File: config.mk
export PLATFORM = sky130hd
export DESIGN_NAME = fp_add_result_pack
export DESIGN_NICKNAME = d
export VERILOG_FILES = /design/src/rtl/fp_add_result_pack.sv
export SDC_FILE = /design/constraint.sdc
export NUM_CORES = 1
export LEC_CHECK = 0
export CORE_ASPECT_RATIO = 1.75
export CORE_MARGIN = 2
export CORE_UTILIZATION = 53
export DETAILED_ROUTE_END_ITERATION = 10
export PLACE_DENSITY = 0.88
export RECOVER_POWER = 50
export SLEW_MARGIN = 20
export SYNTH_ARGS = -nofsm -noshare
export SYNTH_HDL_FRONTEND = slang
export SYNTH_SLANG_ARGS = --single-unit
File: constraint.sdc
create_clock -name clk -period 2.6 [get_ports clk]
set_input_delay 0.52 -clock clk [delete_from_list [all_inputs] [get_ports clk]]
set_output_delay 0.52 -clock clk [all_outputs]
set_load 0.01 [all_outputs]
File: src/rtl/fp_add_result_pack.sv
// Final pack stage of the FP adder: builds the IEEE-754 word, forwards flags through a skid buffer.
// Optional sticky status/exception counter is enabled with `define FPU_STICKY_FLAGS_EN.
module fp_add_result_pack #(
    parameter logic [22:0] QNAN_MANT = 23'h400000
) (
    input  logic        clk,
    input  logic        rst_n,
    input  logic        in_valid,
    output logic        in_ready,
    input  logic        in_sign,
    input  logic [7:0]  in_exp,
    input  logic [22:0] in_mant,
    input  logic        invalid_flag,
    input  logic        overflow_flag,
    output logic        out_valid,
    input  logic        out_ready,
    output logic [31:0] out_result,
    output logic        out_invalid,
    output logic        out_overflow,
    input  logic        flags_clr,
    output logic        sticky_invalid,
    output logic        sticky_overflow,
    output logic [7:0]  exc_count
);

    localparam int unsigned EXP_W  = 8;
    localparam int unsigned MANT_W = 23;
    localparam int unsigned WORD_W = 1 + EXP_W + MANT_W;
    localparam int unsigned CNT_W  = 8;

    typedef struct packed {
        logic [WORD_W-1:0] result;
        logic              inv;
        logic              ovf;
    } beat_t;

    localparam beat_t BEAT_ZERO = '{result: '0, inv: 1'b0, ovf: 1'b0};

    beat_t r_main;
    beat_t r_skid;
    logic  r_main_valid;
    logic  r_skid_valid;
    logic  r_in_ready;

    beat_t w_in_beat;
    beat_t w_main_nxt;
    beat_t w_skid_nxt;
    logic  w_main_valid_nxt;
    logic  w_skid_valid_nxt;
    logic  w_in_xfer;
    logic  w_out_xfer;

    assign w_in_xfer  = in_valid & r_in_ready;
    assign w_out_xfer = r_main_valid & out_ready;

    // Packing: invalid wins over overflow; both flags still travel with the word.
    always_comb begin
        w_in_beat.inv = invalid_flag;
        w_in_beat.ovf = overflow_flag;
        if (invalid_flag) begin
            w_in_beat.result = {1'b0, {EXP_W{1'b1}}, QNAN_MANT};
        end else if (overflow_flag) begin
            w_in_beat.result = {in_sign, {EXP_W{1'b1}}, {MANT_W{1'b0}}};
        end else begin
            w_in_beat.result = {in_sign, in_exp, in_mant};
        end
    end

    // Main/skid steering; a full skid implies a full main and in_ready low.
    always_comb begin
        w_main_nxt       = r_main;
        w_skid_nxt       = r_skid;
        w_main_valid_nxt = r_main_valid;
        w_skid_valid_nxt = r_skid_valid;
        if (r_skid_valid) begin
            if (out_ready) begin
                w_main_nxt       = r_skid;
                w_skid_valid_nxt = 1'b0;
            end
        end else if (w_in_xfer) begin
            if (!r_main_valid || out_ready) begin
                w_main_nxt       = w_in_beat;
                w_main_valid_nxt = 1'b1;
            end else begin
                w_skid_nxt       = w_in_beat;
                w_skid_valid_nxt = 1'b1;
            end
        end else if (w_out_xfer) begin
            w_main_valid_nxt = 1'b0;
        end
    end

    always_ff @(posedge clk) begin
        if (!rst_n) begin
            r_main       <= BEAT_ZERO;
            r_skid       <= BEAT_ZERO;
            r_main_valid <= 1'b0;
            r_skid_valid <= 1'b0;
            r_in_ready   <= 1'b0;
        end else begin
            r_main       <= w_main_nxt;
            r_skid       <= w_skid_nxt;
            r_main_valid <= w_main_valid_nxt;
            r_skid_valid <= w_skid_valid_nxt;
            r_in_ready   <= ~w_skid_valid_nxt;
        end
    end

    assign in_ready     = r_in_ready;
    assign out_valid    = r_main_valid;
    assign out_result   = r_main.result;
    assign out_invalid  = r_main.inv;
    assign out_overflow = r_main.ovf;

`ifdef FPU_STICKY_FLAGS_EN
    logic             r_sticky_inv;
    logic             r_sticky_ovf;
    logic [CNT_W-1:0] r_exc_count;
    logic             w_xfer_inv;
    logic             w_xfer_ovf;
    logic             w_xfer_flagged;

    assign w_xfer_inv     = w_out_xfer & r_main.inv;
    assign w_xfer_ovf     = w_out_xfer & r_main.ovf;
    assign w_xfer_flagged = w_xfer_inv | w_xfer_ovf;

    // Status follows delivered beats; a clear coinciding with a flagged delivery keeps the new event.
    always_ff @(posedge clk) begin
        if (!rst_n) begin
            r_sticky_inv <= 1'b0;
            r_sticky_ovf <= 1'b0;
            r_exc_count  <= '0;
        end else if (flags_clr) begin
            r_sticky_inv <= w_xfer_inv;
            r_sticky_ovf <= w_xfer_ovf;
            r_exc_count  <= CNT_W'(w_xfer_flagged);
        end else begin
            r_sticky_inv <= r_sticky_inv | w_xfer_inv;
            r_sticky_ovf <= r_sticky_ovf | w_xfer_ovf;
            if (w_xfer_flagged && (r_exc_count != {CNT_W{1'b1}})) begin
                r_exc_count <= r_exc_count + CNT_W'(1);
            end
        end
    end

    assign sticky_invalid  = r_sticky_inv;
    assign sticky_overflow = r_sticky_ovf;
    assign exc_count       = r_exc_count;
`else
    logic w_unused_flags_clr;

    assign w_unused_flags_clr = flags_clr;
    assign sticky_invalid     = 1'b0;
    assign sticky_overflow    = 1'b0;
    assign exc_count          = '0;
`endif

endmodule

# --- After elaboration in Yosys (flattened, before gate mapping) ---
# Index checks and enable logic that the tools add are counted.
totals:
  elab_cells: 37
  ff_bits: 71
  out_inout_bits: 46
op_classes:
  bitwise_logic: 5
  n_reduce_logical: 8
  n_eq_ne: 2
  n_mux: 13
ops:
  columns: ["op", "count"]
  rows:
  - ["$mux 34", 4]
  - ["$mux 32", 1]
  - ["$mux 31", 1]
  - ["$reduce_and 3->1", 3]
  - ["$mux 1", 7]
  - ["$reduce_bool 2->1", 3]
  - ["$not 1->1", 3]
  - ["$and 1x1->1", 2]
  - ["$ne 2x1->1 const B", 1]
  - ["$ne 2x2->1 const B", 1]
  - ["$logic_not 1->1", 1]
  - ["$logic_or 1x1->1", 1]

# --- Logic depth before layout (Yosys ltp) ---
# Gate-level depths: netlist of the first run.
depth:
  ltp_word: 6
  mapped_depth: 7
  ltp_nobuf: 3

# --- Worst setup path after synthesis of the first run ---
# Ideal clock, no wire load.
synth_timing:
  path_type: "input -> register"
  from: "input out_ready"
  to: "register r_skid[14] (netlist name)"
  n_path_buf: 2
  cell_stages: 5
  setup_slack_ns: 0.836
  arrival_ns: 1.638
  setup_time_ns: 0.127
  required_ns: 2.473
  path_cell_list: "nand4b_1 -> clkbuf_1 -> nor2_1 -> buf_2 -> o22ai_2"
synth_between:
  elab_chain_len: 3
synth_rtl:
  columns: ["element", "line", "source"]
  rows:
  - ["from (decl)", "16", "input logic out_ready,"]
  - ["$logic_or 1x1->1", "81", "if (!r_main_valid || out_ready) begin"]
  - ["$not 1->1 (no line)", null, null]
  - ["$reduce_and 3->1 (no line)", null, null]
  - ["to (signal assigned)", "102", "r_skid <= w_skid_nxt;"]
  - ["to (decl)", "40", "beat_t r_skid;"]
# Every way passes these cells.
# A chain may end at the register's enable or synchronous reset.

# --- Final worst setup path of the first run ---
layout_timing:
  from: "register r_skid_valid"
  to: "register r_main, in the netlist out_result[9]"
layout_between:
  elab_chain_len: 2
  elab_cells_between_ends: 5
  classes_between: "eq/ne (1); mux (1); reduce/logical (3)"
layout_rtl:
  columns: ["element", "line", "source"]
  rows:
  - ["from (decl)", "42", "logic r_skid_valid;"]
  - ["from (signal assigned)", "104", "r_skid_valid <= w_skid_valid_nxt;"]
  - ["$ne 2x2->1 (no line) / $reduce_bool 2->1 (equally long branches)", null, null]
  - ["$reduce_and 3->1 (no line)", null, null]
  - ["to (signal assigned)", "101", "r_main <= w_main_nxt;"]
  - ["to (decl)", "39", "beat_t r_main;"]
# Parallel ways exist; a longest one is shown, timed or not.

==> impl_metrics.tcl, run 1 <==
set metrics [dict create \
    start_kind "flop" \
    place_congestion 0.834 \
    htreeDepth 3 \
    drc 0 \
    synth_cell_types 38 \
    synth_area_um2 3360 \
    max_cap_viol_count 0 \
    power_frac_clock_pct 38.2 \
    setup_viol 0 \
    finalMaxSlewViolations 0 \
    cp_num_buf_inv 2 \
    fin_crit_sh_pct 80.0 \
    fp.dieW_um 64.2 \
    wl_met1_mm 3.30 \
    reg2reg_setup_slack_ns 0.52 \
    final_area_um2 4270 \
    finalSetupTns_ns 0 \
    overflow 0 \
    final_common_cell "nand2_1" \
    ir_drop_mv 0.352 \
    syn_inst 371 \
    synth_simple_gate_area_share_pct 22.7 \
    cts-root-buf "clkbuf_8" \
    ant_nets 0 \
    hp-start "out_result[30]$_SDFFE_PN0P_" \
    clockBufferDepth 2 \
    first_iter_violations 272 \
    grt_pass1_wl_mm 13.7 \
    row_count 38 \
    final_cell_mix "76 x nand2_1, 70 x dfxtp_1, 36 x clkdlybuf4s50_1, 36 x dlygate4sd3_1, 25 x o211a_1" \
    vias_per_cell 6.07 \
    synth_area_per_cell_um2 9.05 \
    post_cts_buffers 0 \
    final_cells 514 \
    nets 468 \
    worstSkewPairLatency_ns 0.35 \
    synth_compound_area_share_pct 22.9 \
    synth_top_area_share_pct 42.4 \
    holdBufCountCts 0 \
    synth_edf_count 0 \
    area.growth.synth_to_final_pct 27.3 \
    hold_end "out_result[30]$_SDFFE_PN0P_" \
    yosysWarnings 0 \
    fmax_ghz 0.480 \
    grt_usage_pct 25.0 \
    drt_wl_total_mm 8.50 \
    r2r-start "r_skid_valid$_SDFF_PN0_" \
    dpl_cell_area_um2 4080 \
    clkSinkCount 71 \
    yosysSeqAreaShare_pct 42.4 \
    power_leakage_nw 1.84 \
    r2r-end "out_result[9]$_SDFFE_PN0P_" \
    ys_ff_latch 71 \
    switching_share_pct 24.2 \
    synth-adder-area-share_pct 0 \
    fp.dieArea_um2 7010 \
    cpLargestDelayFamily "flip-flops" \
    design.core.area_um2 6180 \
    dp_cells 498 \
    timing.critical_path.required_ns 2.84 \
    synth_top_family_by_area "compound AO/OA/AOI/OAI gates" \
    rsz0062_at_grt "no" \
    wl_met3_um 421 \
    hpwl_mm 5.66 \
    cts_tree "yes" \
    routedWlPerCell_um 16.5 \
    seq_power_share_pct 47.4 \
    vias 3118 \
    slowest_delay_ns 0.73 \
    internal_power_mw 1.85 \
    endpoint_kind "flop" \
    muxShareOfSynthArea_pct 3.28 \
    status "finished clean" \
    p_switching_mw 0.591 \
    clock_skew_ns 0.0100 \
    yosys_most_used_dff "dfxtp_1" \
    clk_pin_slew_worst_paths_ns 0.07 \
    critical_path_class "reg2reg" \
    pin_count 85 \
    die_h_um 109 \
    cts_resized 0 \
    p_comb_share_pct 14.3 \
    grt_pass1_vias 2916 \
    fin_crit_ns 2.08 \
    hold_depth 2 \
    synth-xor-area-share_pct 0 \
    grt_max_degree 72 \
    route.met2.wl_mm 4.54 \
    cp_max_fo 36 \
    crit_path_cell_trace "buf_4 > o21bai_1 > and2_0 > clkbuf_2 > o211a_1" \
    drt_pass1_iterations 5 \
    portBuffers 73 \
    top_layer_used "met4" \
    max_slew.worst_pin.slew_ns 0.912 \
    relSlewSlack_pct 39.2 \
    hold_ws_ns 0.458 \
    drive_gt1_share_pct 16.1 \
    hold_class "reg2reg" \
    crit_arrival_ns 2.32 \
    p_per_area_nw_per_um2 571 \
    start_util_pct 54.3 \
    grt_antenna_before_repair 0 \
    synth_top_area_cell "dfxtp_1" \
    cts_buffers 9 \
    synthTopCellsByArea "dfxtp_1 42%, nand2_1 8.5%, o211a_1 7.5%" \
    synthArstFlopShare_pct 0 \
    hold_viol 0 \
    slowest_stage "dfxtp_2" \
    antenna_cells 0 \
    reg2regPathDepth 5 \
    p_total_mw 2.44 \
]
==> cells by family (layout without fill, tap and decap cells) <==
| group | count (synthesis) | after routing |
|---|---|---|
| AND/OR/NAND/NOR | 139 | 139 |
| multiplexers | 11 | 11 |
| AO/OA/AOI/OAI | 94 | 94 |
| other | 1 | 10 |
| flip-flops | 71 | 71 |
| buffers and inverters | 55 | 109 |
==> synthesized netlist by cell type, types with 2 or more instances <==
| library cell | n |
|---|---|
| o211ai_1 | 12 |
| o211a_1 | 25 |
| nand2_1 | 76 |
| o22ai_2 | 10 |
| o221ai_1 | 8 |
| o22ai_1 | 9 |
| a21boi_0 | 2 |
| o21ai_0 | 22 |
| buf_1 | 4 |
| mux2i_1 | 11 |
| nand4_1 | 23 |
| or4b_2 | 22 |
| dfxtp_1 | 71 |
| nand3_1 | 3 |
| nor4_1 | 3 |
| nand2b_1 | 2 |
| buf_4 | 11 |
| buf_2 | 4 |
| clkbuf_1 | 30 |
| buf_6 | 3 |
| a31o_2 | 3 |
==> metrics by stage <==
step / worst slack, ns / util [%]
2_1_floorplan: 0.836 / -
3_3_place_gp: 0.288 / 66.0
3_5_place_dp: 0.222 / 66.0
4_1_cts: 0.560 / 69.3
5_1_grt: 0.415 / 69.1
6_report: 0.519 / 69.1
==> final cells by class <==
type                       instances  area [µm²]
clock buffer                      12         135
clock inverter                     4        70.1
fill                             482        1910
inverter                           2        7.51
multi-input combinational        254        1680
sequential                        71        1420
tap                               80         100
timing repair buffer              91         858
==> flip-flops by register name (all words and copies together) (netlist names) <==
| register | cells |
|---|---|
| out_invalid | 1 |
| r_skid | 34 |
| out_result | 32 |
| r_skid_valid | 1 |
| in_ready | 1 |
| out_valid | 1 |
| out_overflow | 1 |
==> power by group through the flow <==
stage	sequential [mW]	combinational [mW]	clock [mW]
6_report	1.16	0.349	0.933
5_1_grt	1.16	0.377	0.993
4_1_cts	1.16	0.366	0.942
3_5_place_dp	1.18	0.363	0
3_3_place_gp	1.18	0.355	0
2_1_floorplan	1.20	0.172	0
==> worst max-delay path by stage <==
stage               depth (start not counted)                     from  slack, ns                          to
finish                                      5  r_skid_valid$_SDFF_PN0_       0.52  out_result[9]$_SDFFE_PN0P_
global route                                5  r_skid_valid$_SDFF_PN0_       0.42  out_result[9]$_SDFFE_PN0P_
CTS                                         4            overflow_flag       0.56     r_skid[16]$_SDFFE_PN0P_
detailed placement                          4            overflow_flag       0.22      r_skid[8]$_SDFFE_PN0P_
global placement                            4            overflow_flag       0.29     r_skid[21]$_SDFFE_PN0P_
floorplan                                   5                out_ready       0.84     r_skid[14]$_SDFFE_PN0P_
==> layer usage <==
metal / vias to the layer above / global-route usage, %
li1: 1463 / -
met1: 1509 / 28.6
met2: 122 / 44.6
met3: 24 / 4.85
met4: 0 / 11.2
met5: - / 0
==> worst reg2reg max path, cell delays in order (launching register included) <==
cell and delay (ns):
dfxtp_2 0.73, buf_4 0.33, o21bai_1 0.12, and2_0 0.16, clkbuf_2 0.31, o211a_1 0.32
Note: power is estimated with default switching activity, not from simulation.
==> inputs of run 2 (changes only) <==
--- a/config.mk
+++ b/config.mk
@@ -7,9 +7,9 @@
 export LEC_CHECK = 0
 export CORE_ASPECT_RATIO = 1.75
 export CORE_MARGIN = 2
-export CORE_UTILIZATION = 53
+export CORE_UTILIZATION = 44
 export DETAILED_ROUTE_END_ITERATION = 10
-export PLACE_DENSITY = 0.88
+export PLACE_DENSITY = 0.79
 export RECOVER_POWER = 50
 export SLEW_MARGIN = 20
 export SYNTH_ARGS = -nofsm -noshare
==> constraint.sdc (replaced) <==
create_clock -name clk -period 1.9 [get_ports clk]
set_input_delay 0.38 -clock clk [delete_from_list [all_inputs] [get_ports clk]]
set_output_delay 0.38 -clock clk [all_outputs]
set_load 0.01 [all_outputs]
==> impl_metrics.tcl, run 2 (same netlist as run 1, synthesis figures left out) <==
set metrics [dict create \
    dpl_cell_area_um2 4200 \
    crit_arrival_ns 2.08 \
    post_cts_buffers 0 \
    grt_usage_pct 20.8 \
    start_kind "input port" \
    cts_tree "yes" \
    hpwl_mm 5.77 \
    max_cap_viol_count 0 \
    die_h_um 120 \
    routedWlPerCell_um 16.4 \
    cts-root-buf "clkbuf_16" \
    max_slew.worst_pin.slew_ns 0.601 \
    vias_per_cell 5.86 \
    final_cell_mix "76 x nand2_1, 70 x dfxtp_1, 38 x clkdlybuf4s50_1" \
    hold_viol 0 \
    post-route-util_pct 59.4 \
    final_cells 525 \
    grt_pass1_vias 2853 \
    p_total_mw 3.60 \
    p_per_area_nw_per_um2 812 \
    setup_viol 0 \
    fin_crit_ns 1.80 \
    row_count 42 \
    finalMaxSlewViolations 0 \
    clk_pin_slew_worst_paths_ns 0.05 \
    start_util_pct 45.0 \
    largest_reg_flops 34 \
    dp_cells 511 \
    design.core.area_um2 7460 \
    top_register "r_skid" \
    portBuffers 73 \
    relSlewSlack_pct 59.9 \
    hold_class "reg2reg" \
    drt_pass1_iterations 4 \
    finalSetupTns_ns 0 \
    overflow 0 \
    cp_max_fo 9 \
    ant_nets 0 \
    rsz0062_at_grt "no" \
    clock_skew_ns 0.00410 \
    pin_count 85 \
    htreeDepth 3 \
    final_area_um2 4430 \
    final_common_cell "nand2_1" \
    status "finished clean" \
    grt_max_degree 64 \
    fp.dieArea_um2 8370 \
    worstSkewPairLatency_ns 0.33 \
    drive_gt1_share_pct 16.5 \
    endpoint_kind "flop" \
    area.growth.synth_to_final_pct 32.1 \
    fmax_ghz 0.554 \
    place_congestion 0.814 \
    antenna_cells 0 \
    fp.dieW_um 70.0 \
    drc 0 \
    nets 473 \
    clockBufferDepth 2 \
    ir_drop_mv 0.641 \
    drt_wl_total_mm 8.60 \
    fin_crit_sh_pct 95.0 \
    first_iter_violations 180 \
    grt_antenna_before_repair 0 \
    holdBufCountCts 0 \
    critical_path_class "in2reg" \
    power_leakage_nw 1.90 \
    vias 3079 \
    timing.critical_path.required_ns 2.18 \
    clkSinkCount 71 \
    cts_resized 0 \
    grt_pass1_wl_mm 13.9 \
    cts_buffers 9 \
]
## run 2: cell count changes in the layout (fill, tap and decap cells not counted), sizes merged
cell / change
clkinv: -1
clkbuf: +3
bufinv: -2
clkdlybuf4s50: +2
dlygate4sd3: -2
buf: +3
## run 2: critical path: stages
cell             delay (ns)
clkdlybuf4s50_1        0.52
buf_4                  0.22
or4b_2                 0.68
nand4_1                0.13
o211a_1                0.15
## run 2: power breakdown
| group | total (mW) | switching [mW] | internal [mW] |
|---|---|---|---|
| Clock | 1.52 | 0.581 | 0.938 |
| Sequential | 1.59 | 0.0330 | 1.55 |
| Combinational | 0.495 | 0.237 | 0.258 |
## run 2: final cells by class
type	instances	area, µm²
flip-flops and latches	71	1420
clock inverters	1	5.00
repair buffers	96	946
well taps	88	110
inverters	2	7.51
clock buffers	13	260
fillers	679	3030
multi-input cells	254	1680
## run 2: stage by stage
step	setup WS [ns]	hold WS [ns]
2_1_floorplan	0.276	0.447
3_3_place_gp	-0.217	0.442
3_5_place_dp	-0.241	0.454
4_1_cts	0.0953	0.461
5_1_grt	0.0517	0.469
6_report	0.0954	0.456
## run 2: metal layers
metal / up-vias / track usage, % / part of all wire [%]
li1: 1476 / - / -
met3: 20 / 4.11 / 5.0
met4: 0 / 10.9 / 3.4
met1: 1478 / 24.7 / 39
met2: 105 / 34.9 / 53
met5: - / 0 / 0
## run 2: final timing paths
check | depth (start not counted) | endpoint | slack (ns) | start
setup / recovery | 5 | out_result[14]$_SDFFE_PN0P_ | 0.1 | overflow_flag
hold / removal | 2 | out_result[25]$_SDFFE_PN0P_ | 0.46 | out_result[25]$_SDFFE_PN0P_
setup reg to reg | 5 | out_result[22]$_SDFFE_PN0P_ | 0.19 | r_skid_valid$_SDFF_PN0_
hold reg to reg | 2 | out_result[25]$_SDFFE_PN0P_ | 0.46 | out_result[25]$_SDFFE_PN0P_
